--- config.mk ---
export PLATFORM = sky130hd
export DESIGN_NAME = fiber_dram_responder
export DESIGN_NICKNAME = d
export VERILOG_FILES = /design/src/rtl/fiber_dram_pkg.sv /design/src/rtl/fiber_dram_mem.sv /design/src/rtl/fiber_dram_responder.sv
export SDC_FILE = /design/constraint.sdc
export NUM_CORES = 2
export LEC_CHECK = 0
export ABC_AREA = 1
export ABC_CLOCK_PERIOD_IN_PS = 3040
export BUFFER_PORTS_ARGS = -buffer_cell sky130_fd_sc_hd__buf_2
export CAP_MARGIN = 10
export CORE_MARGIN = 10
export CORE_UTILIZATION = 50
export CTS_CLUSTER_SIZE = 16
export DETAILED_ROUTE_END_ITERATION = 10
export HOLD_SLACK_MARGIN = 0.15
export PLACE_DENSITY_LB_ADDON = 0.1
export SYNTH_ARGS = -nofsm -noshare
export SYNTH_HDL_FRONTEND = slang
export SYNTH_SLANG_ARGS = --single-unit
--- constraint.sdc ---
create_clock -name i_clk -period 3.04 [get_ports i_clk]
set_input_delay 0.152 -clock i_clk [delete_from_list [all_inputs] [get_ports i_clk]]
set_output_delay 0.152 -clock i_clk [all_outputs]
set_load 0.1 [all_outputs]
--- src/rtl/fiber_dram_pkg.sv ---
// Shared types and default widths for the fiber DRAM responder and the fiber bank.
package fiber_dram_pkg;

  localparam int DEFAULT_DATA_WIDTH = 16;
  localparam int DEFAULT_ADDR_WIDTH = 64;

  typedef enum logic [1:0] {
    IDLE    = 2'd0,
    RD_WAIT = 2'd1,
    RD_RESP = 2'd2
  } state_t;

endpackage

--- src/rtl/fiber_dram_mem.sv ---
// Backing store: MEM_WORDS x DATA_WIDTH, synchronous write, registered read, no reset.
module fiber_dram_mem #(
  parameter int DATA_WIDTH = 16,
  parameter int MEM_WORDS  = 256
) (
  input  logic                         clk,
  input  logic                         wr_en,
  input  logic [$clog2(MEM_WORDS)-1:0] wr_idx,
  input  logic [DATA_WIDTH-1:0]        wr_data,
  input  logic                         rd_en,
  input  logic [$clog2(MEM_WORDS)-1:0] rd_idx,
  output logic [DATA_WIDTH-1:0]        rd_data
);

  logic [DATA_WIDTH-1:0] mem [MEM_WORDS];

  always_ff @(posedge clk) begin
    if (wr_en) mem[wr_idx] <= wr_data;
    if (rd_en) rd_data <= mem[rd_idx];
  end

endmodule

--- src/rtl/fiber_dram_responder.sv ---
// Single-outstanding DRAM model: fixed-latency reads, immediate writebacks.
// Optional address range checking is enabled with FIBER_DRAM_ADDR_CHECK_EN.
module fiber_dram_responder
  import fiber_dram_pkg::*;
#(
  parameter int DATA_WIDTH   = DEFAULT_DATA_WIDTH,
  parameter int ADDR_WIDTH   = DEFAULT_ADDR_WIDTH,
  parameter int MEM_WORDS    = 256,
  parameter int READ_LATENCY = 4
) (
  input  logic                  i_clk,
  input  logic                  i_reset,
  input  logic [ADDR_WIDTH-1:0] i_rd_addr,
  input  logic                  i_rd_req_valid,
  output logic                  o_rd_req_ready,
  output logic [DATA_WIDTH-1:0] o_rd_data,
  output logic                  o_rd_data_valid,
  input  logic                  i_rd_data_ready,
  input  logic [ADDR_WIDTH-1:0] i_wr_addr,
  input  logic [DATA_WIDTH-1:0] i_wr_data,
  input  logic                  i_wr_valid,
  output logic                  o_wr_ready,
  output logic                  o_busy,
  output logic                  o_addr_err
);

  localparam int IDX_W = $clog2(MEM_WORDS);
  localparam int CNT_W = (READ_LATENCY > 1) ? $clog2(READ_LATENCY) : 1;
  localparam logic [CNT_W-1:0] CNT_LOAD = CNT_W'(READ_LATENCY - 1);

  state_t                state;
  logic [CNT_W-1:0]      cnt;
  logic                  rd_fire;
  logic                  wr_fire;
  logic                  wr_en;
  logic [DATA_WIDTH-1:0] mem_rdata;
  logic [DATA_WIDTH-1:0] rd_word;

  // Ready is a pure state decode so it reads 1 throughout reset; writes win collisions.
  assign o_wr_ready     = (state == IDLE);
  assign o_rd_req_ready = (state == IDLE) && !i_wr_valid;
  assign wr_fire        = i_wr_valid && o_wr_ready;
  assign rd_fire        = i_rd_req_valid && o_rd_req_ready;

  // The store is read at acceptance; no write can land while a read is outstanding.
  fiber_dram_mem #(
    .DATA_WIDTH(DATA_WIDTH),
    .MEM_WORDS (MEM_WORDS)
  ) u_mem (
    .clk    (i_clk),
    .wr_en  (wr_en),
    .wr_idx (i_wr_addr[IDX_W-1:0]),
    .wr_data(i_wr_data),
    .rd_en  (rd_fire),
    .rd_idx (i_rd_addr[IDX_W-1:0]),
    .rd_data(mem_rdata)
  );

`ifdef FIBER_DRAM_ADDR_CHECK_EN
  logic wr_oor;
  logic rd_oor;
  logic rd_oor_q;

  assign wr_oor  = |i_wr_addr[ADDR_WIDTH-1:IDX_W];
  assign rd_oor  = |i_rd_addr[ADDR_WIDTH-1:IDX_W];
  assign wr_en   = wr_fire && !wr_oor;
  assign rd_word = rd_oor_q ? '1 : mem_rdata;

  always_ff @(posedge i_clk or posedge i_reset) begin
    if (i_reset) begin
      o_addr_err <= 1'b0;
      rd_oor_q   <= 1'b0;
    end else begin
      if ((wr_fire && wr_oor) || (rd_fire && rd_oor)) o_addr_err <= 1'b1;
      if (rd_fire) rd_oor_q <= rd_oor;
    end
  end
`else
  logic unused_addr_hi;

  assign unused_addr_hi = ^{i_wr_addr[ADDR_WIDTH-1:IDX_W], i_rd_addr[ADDR_WIDTH-1:IDX_W]};
  assign wr_en          = wr_fire;
  assign rd_word        = mem_rdata;
  assign o_addr_err     = 1'b0;
`endif

  always_ff @(posedge i_clk or posedge i_reset) begin
    if (i_reset) begin
      state           <= IDLE;
      cnt             <= '0;
      o_rd_data       <= '0;
      o_rd_data_valid <= 1'b0;
      o_busy          <= 1'b0;
    end else begin
      case (state)
        IDLE: begin
          if (rd_fire) begin
            cnt    <= CNT_LOAD;
            state  <= RD_WAIT;
            o_busy <= 1'b1;
          end
        end
        RD_WAIT: begin
          if (cnt == '0) begin
            state           <= RD_RESP;
            o_rd_data       <= rd_word;
            o_rd_data_valid <= 1'b1;
          end else begin
            cnt <= cnt - 1'b1;
          end
        end
        RD_RESP: begin
          if (i_rd_data_ready) begin
            state           <= IDLE;
            o_rd_data_valid <= 1'b0;
            o_busy          <= 1'b0;
          end
        end
        default: begin
          state           <= IDLE;
          o_rd_data_valid <= 1'b0;
          o_busy          <= 1'b0;
        end
      endcase
    end
  end

endmodule

* Word level (Yosys, flattened, before mapping) *
Memories as Yosys holds them, arrays and structs flattened. A register that Yosys moved wholly into a read port is not among the register bits.
Cells that the tools add are included.

storage, ports and cells
  latch bits = 0
  register bits = 22
  input bits = 149
  memory bits (writable) = 4096
  output and inout bits = 21
  bits in read-only memories = 0
  memories = 1
  logic and storage cells = 41

cells by class
  reduce and logical (&&, ||, !) cells = 12
  div/mod/pow operators = 0
  $add $sub $neg = 1
  multipliers = 0
  bitwise operators = 2
  multiplexer cells = 14
  shifts and indexed selects = 0
  equal/unequal tests = 6
  $lt $le $gt $ge = 0

memory list
  name       depth  width  read ports  clocked after Yosys merged registers in  wr ports  RTL line              source
  u_mem.mem  256    16     1           1                                        1         fiber_dram_mem.sv:15  logic [DATA_WIDTH-1:0] mem [MEM_WORDS];

operators with widths
  cell                                                    count
  AND reduction 3 bit                                     4
  two-way mux 2 bit                                       5
  inequality test 2 bit (second input constant)           3
  case mux 1 bit (3 select lines)                         2
  case mux 2 bit (3 select lines)                         1
  two-way mux 1 bit                                       5
  zero test 2 bit                                         2
  case mux 2 bit (2 select lines)                         1
  logical AND 1 bit                                       3
  equality test 2 x 1 -> 1 bit (second input constant)    1
  equality test 2 bit (second input constant)             1
  inequality test 2 x 1 -> 1 bit (second input constant)  1
  inverter 1 bit                                          2
  AND reduction 2 bit                                     1
  nonzero test 2 bit                                      1
  subtractor 2 x 1 -> 2 bit (second input constant)       1
  zero test 1 bit                                         1

* Logic depth before layout (Yosys ltp) *
  depth in word-level cells = 5
  mapped depth = 15
  gate-level depth less buffers = 11

* Hierarchy *
A second synthesis with hierarchy kept.

second synthesis, totals
  cell total of the unflattened synthesis = 13728
  area, all modules = 166848.8 sq um

modules (own cells, without submodules)
  module                cells an instance  times used  area an instance (sq um)  sequential area each (sq um)
  fiber_dram_mem        13617              1           165866.6                  123478.4
  fiber_dram_responder  111                1           982.2                     550.5

* Worst setup path before layout *
OpenSTA, ideal clock, no wires.

  path type = reg-to-reg
  start point = register state[0]
  end point = memory u_mem.mem[101][0] (enable)
  library setup time = 0.388 ns
  cell stages (with the launch flop) = 8
  clock period less this slack = 3.731 ns
  data required time = 2.652 ns
  data arrival time = 3.343 ns
  path slack = -0.691 ns
  buffers on the path = 2
  cells stage by stage = dfrtp_1 nor2_1 nand2_1 inv_1 buf_2 nand2_1 clkbuf_1 nor2_1

on the way
  word-level cells in the longest chain between the ends = 4

ends and longest elaborated chain
  element                                  RTL line                     source
  start: declaration                       fiber_dram_responder.sv:31   state_t state;
  start signal: assignment                 fiber_dram_responder.sv:89   state <= IDLE;
  start signal: assignment                 fiber_dram_responder.sv:99   state <= RD_WAIT;
  start signal: assignment                 fiber_dram_responder.sv:105  state <= RD_RESP;
  zero test 2 bit                          fiber_dram_responder.sv:40   assign o_wr_ready = (state == IDLE);
  named net o_wr_ready                     fiber_dram_responder.sv:22   output logic o_wr_ready,
  logical AND 1 bit                        fiber_dram_responder.sv:42   assign wr_fire = i_wr_valid && o_wr_ready;
  two-way mux 1 bit                        fiber_dram_mem.sv:18         if (wr_en) mem[wr_idx] <= wr_data;
  two-way mux 1 bit (not written as such)  fiber_dram_mem.sv:18
  end: declaration                         fiber_dram_mem.sv:15

The timed path passes the listed nets, and every way through them passes these cells.

* Final worst setup path *
  start point = input i_wr_addr[2]
  end point = memory u_mem.mem[149][9] (enable)

RTL lines
  element             RTL line                    source
  start: declaration  fiber_dram_responder.sv:19  input logic [ADDR_WIDTH-1:0] i_wr_addr,

Straight into the memory's write port.

==> flow_summary_export.csv <==
group,metric,value,unit
status,run_status,"complete, no violations",
clock_tree,clkTransAtPathRegs,60,ps
layout,finish.net_count,14200,
synthesis,synth.avg_cell_area,12.17,um2
worst_setup_path,critical_path_required,3700,ps
worst_setup_path,reg2reg_from,"state[0]$_DFFE_PP0P_",
synthesis,netlist-cell-type-count,21,
floorplanning,initial_core_utilization,50.32,%
route,route.vias.total,110400,
timing,grt_setup_unrepaired,"false",
synthesis,synthesis.area,0.1666,mm2
timing,worst_slew_pin_slew,1094,ps
worst_setup_path,worst_path_class_setup,"in -> reg",
worst_setup_path,timing.critical_path.mode_cell,"sky130_fd_sc_hd__dlygate4sd3_1",
floorplanning,fp.dieH,597.2,um
synthesis,postSynthRegisterBits,4134,
worst_setup_path,slowest_stage,"sky130_fd_sc_hd__dlygate4sd3_1",
clock_tree,cts-buffers-inserted,424,
worst_setup_path,ff2ff_path_depth,8,
route,postRouteWirelength,491300,um
timing,final.period_utilization,90.64,%
synthesis,synthDominantCellAreaShare,74.13,%
global_routing,number_of_global_route_vias_before_repair,104100,
worst_setup_path,worst_setup_path_startpoint,"i_wr_addr[2]",
worst_setup_path,regToRegEndpoint,"u_mem.mem[149][9]$_DFFE_PP_",
floorplanning,core_region_area,0.3311,mm2
synthesis,seq_area_frac_synth,74.46,%
clock_tree,post_cts_resized,0,
synthesis,synth.largest_area_cell,"sky130_fd_sc_hd__edfxtp_1",
timing,hold_viol_final,0,
global_routing,antenna_violations_before_repair,20,
power_and_ir_drop,power.switching_fraction,23.53,%
synthesis,yosysWarningCount,0,
min_path,min-delay-path-class,"in -> reg",
synthesis,async_flop_share,0.5322,%
floorplanning,die-width,597.2,um
global_routing,grt_util_overall,26.68,%
power_and_ir_drop,p_leak,67.16,nW
power_and_ir_drop,p_switching,0.02915,W
power_and_ir_drop,fin_total_pwr,0.1239,W
timing,totalNegativeSetupSlack,0,ps
worst_setup_path,reg2reg_setup_slack,330,ps
power_and_ir_drop,sequentialPowerShare,51.0,%
floorplanning,die_area,0.3566,mm2
synthesis,cell_with_the_most_instances_after_synthesis,"sky130_fd_sc_hd__nand2_1",
worst_setup_path,cell_chain_of_the_critical_path,"dlygate4sd3_1, buf_2, inv_1, nor2_1, dlygate4sd3_1, inv_1, nor2_1, dlygate4sd3_1, inv_1, nor2_1, dlygate4sd3_1, buf_4",
power_and_ir_drop,vdd_ir_drop_max,0.5792,mV
clock_tree,clock_tree.buffer_depth,4,
route,first_pass_iters,7,
global_routing,grt_max_degree,132,
power_and_ir_drop,combinationalPowerShare,7.6,%
floorplanning,i_o_pin_cnt,170,
global_routing,grt_overflow_total,0,
clock_tree,clk_latency,980,ps
timing,drv_slew,0,
route,drt_drc_violations_left,0,
layout,syn2layout_area_growth,14.14,%
synthesis,synth.top_cells.by_count,"4220 x sky130_fd_sc_hd__nand2_1, 4112 x sky130_fd_sc_hd__edfxtp_1, 4032 x sky130_fd_sc_hd__nand3_1, 506 x sky130_fd_sc_hd__buf_2, 287 x sky130_fd_sc_hd__nor2_1",
layout,drive_above_1_share,10.12,%
route,post_drt_via_cell_ratio,5.881,
route,post_drt_wl_per_cell,26.17,um
clock_tree,clock_sinks,4134,
synthesis,syn_nets,13840,
synthesis,synth.top_cells.by_area,"sky130_fd_sc_hd__edfxtp_1 74%, sky130_fd_sc_hd__nand3_1 12%, sky130_fd_sc_hd__nand2_1 9.5%",
worst_setup_path,slowest_delay,600,ps
floorplanning,row_count,211,
clock_tree,tritoncts_clock_tree,"done",
power_and_ir_drop,power_per_cell_area,651.7,mW/mm2
power_and_ir_drop,internal_power,0.09476,W
synthesis,dominant_register_cell_in_the_synthesized_netlist,"sky130_fd_sc_hd__edfxtp_1",
clock_tree,ctsRootBufferMaster,"sky130_fd_sc_hd__clkbuf_16",
worst_setup_path,critPathCapture,"u_mem.mem[149][9]$_DFFE_PP_",
power_and_ir_drop,clkPwrFrac,41.4,%
global_routing,grt_pass1_wl,712100,um
worst_setup_path,timing.critical_path.from_type,"primary input",
clock_tree,cts_max_level,5,
worst_setup_path,cp.arrival,3420,ps
timing,finalHoldWorstSlack,228.3,ps
worst_setup_path,timing.critical_path.to_type,"flop",
flow_run,drv.max_cap_violation_count,0,
route,ant_nets,0,
timing,final_period_minus_worst_setup_slack,2756,ps
placed_design,dpl.hpwl,287700,um
route,drtIter0Drc,13270,
timing,clock.fmax,362.9,MHz
synthesis,synth_edf_count,4112,
timing,final-setup-viol-count,0,
placed_design,port_buffers,56,
placed_design,gp_routability_congestion,0.8759,
synthesis,synthCells,13690,
worst_setup_path,critical_path_peak_fanout,16,
timing,maxSlewHeadroom,26.81,%
timing,finalClockSkew,22.61,ps
-- layout make-up --
cell class,instances,area [um2]
inverters,48,232.7
clock inverters,252,2416
fillers,26620,140900
diodes,8,20.02
flip-flops and latches,4134,124000
clock buffers,528,11150
multi-input cells,8565,37420
repair buffers,873,9395
well taps,4366,5463
-- worst max-delay path: cells and delay by family --
kind | cells | cell delay (ps)
AND/OR/NAND/NOR | 3 | 340
buffers and inverters | 9 | 2910
-- how the worst min path moves through the flow --
stage	start	endpoint	slack, ps	depth (start not counted)
after floorplan	i_reset	cnt[0]$_DFFE_PP0P_	140	1
after global placement	i_reset	o_rd_data[0]$_DFFE_PP0P_	300	3
after detailed placement	i_reset	o_rd_data[2]$_DFFE_PP0P_	310	3
after CTS	i_rd_addr[3]	u_mem.rd_data[10]$_DFFE_PP_	160	9
after global routing	i_wr_data[1]	u_mem.mem[102][1]$_DFFE_PP_	200	2
final	i_wr_data[1]	u_mem.mem[100][1]$_DFFE_PP_	230	2
-- sequential cells by signal (all words and copies together), names as in the netlist --
name	count
cnt	2
o_busy	1
o_rd_data	16
o_rd_data_valid	1
state	2
u_mem.mem	4096
u_mem.rd_data	16
-- routing by layer --
metal	routed length (um)	global-route usage (%)	part of all wire (%)
met1	201000	38.07	41
met2	228400	42.07	46
met3	42650	4.120	8.7
met4	19270	9.278	3.9
met5	13	0	0.0026
-- per-stage QoR --
| stage | area (um2) | std cells | util, % | setup WS, ps |
|---|---|---|---|---|
| 2_1_floorplan | 166600 | 13690 | - | 164.7 |
| 3_3_place_gp | 176000 | 17940 | 53.17 | 31.60 |
| 3_5_place_dp | 176000 | 17940 | 53.17 | 32.07 |
| 4_1_cts | 190100 | 18770 | 57.42 | 344.6 |
| 5_1_grt | 190100 | 18770 | 57.42 | 206.0 |
| 6_report | 190100 | 18770 | 57.43 | 284.5 |
-- cells by family (layout without fill, tap and decap cells) --
logic type,after synthesis,in the layout,synth area share [%]
fa+ha+maj,1,1,0.007510
mux,16,16,0.1082
buf+inv,986,1701,3.128
simple gates,8543,8543,22.28
compound gates,4,4,0.01352
other cells,1,9,0.002251
flops,4134,4134,74.46
-- power groups by stage --
stage	combinational [W]	clock, W	sequential [W]
final	0.00944	0.0513	0.0632
after global routing	0.0100	0.0542	0.0632
after CTS	0.00942	0.0519	0.0632
after detailed placement	0.00931	0	0.0644
after global placement	0.00918	0	0.0644
after floorplan	0.00420	0	0.0651
-- cell usage in the layout, fill, tap and decap left out, types with 2 or more instances in the layout --
cell type,n
sky130_fd_sc_hd__inv_1,42
sky130_fd_sc_hd__o21ai_0,2
sky130_fd_sc_hd__inv_16,3
sky130_fd_sc_hd__buf_8,19
sky130_fd_sc_hd__clkinv_2,72
sky130_fd_sc_hd__mux2_2,16
sky130_fd_sc_hd__diode_2,8
sky130_fd_sc_hd__clkbuf_1,97
sky130_fd_sc_hd__inv_6,13
sky130_fd_sc_hd__nand3_1,4032
sky130_fd_sc_hd__clkinv_8,6
sky130_fd_sc_hd__nand2_1,4204
sky130_fd_sc_hd__nor3_1,3
sky130_fd_sc_hd__nor2_2,12
sky130_fd_sc_hd__inv_8,3
sky130_fd_sc_hd__edfxtp_1,4112
sky130_fd_sc_hd__buf_4,556
sky130_fd_sc_hd__bufinv_16,42
sky130_fd_sc_hd__clkinv_16,2
sky130_fd_sc_hd__buf_12,212
sky130_fd_sc_hd__clkinv_4,4
sky130_fd_sc_hd__nand2_2,16
sky130_fd_sc_hd__nor2_1,274
sky130_fd_sc_hd__clkbuf_16,431
sky130_fd_sc_hd__dlygate4sd3_1,51
sky130_fd_sc_hd__buf_2,34
sky130_fd_sc_hd__clkinv_1,100
sky130_fd_sc_hd__dfrtp_1,22
sky130_fd_sc_hd__clkinvlp_4,12
-- what timing repair did --
action,4_1_cts,5_1_grt
buffers inserted,0,0
hold buffers,51,0
hold endpoints to repair,4946,0
(Power assumes the default switching activity.)
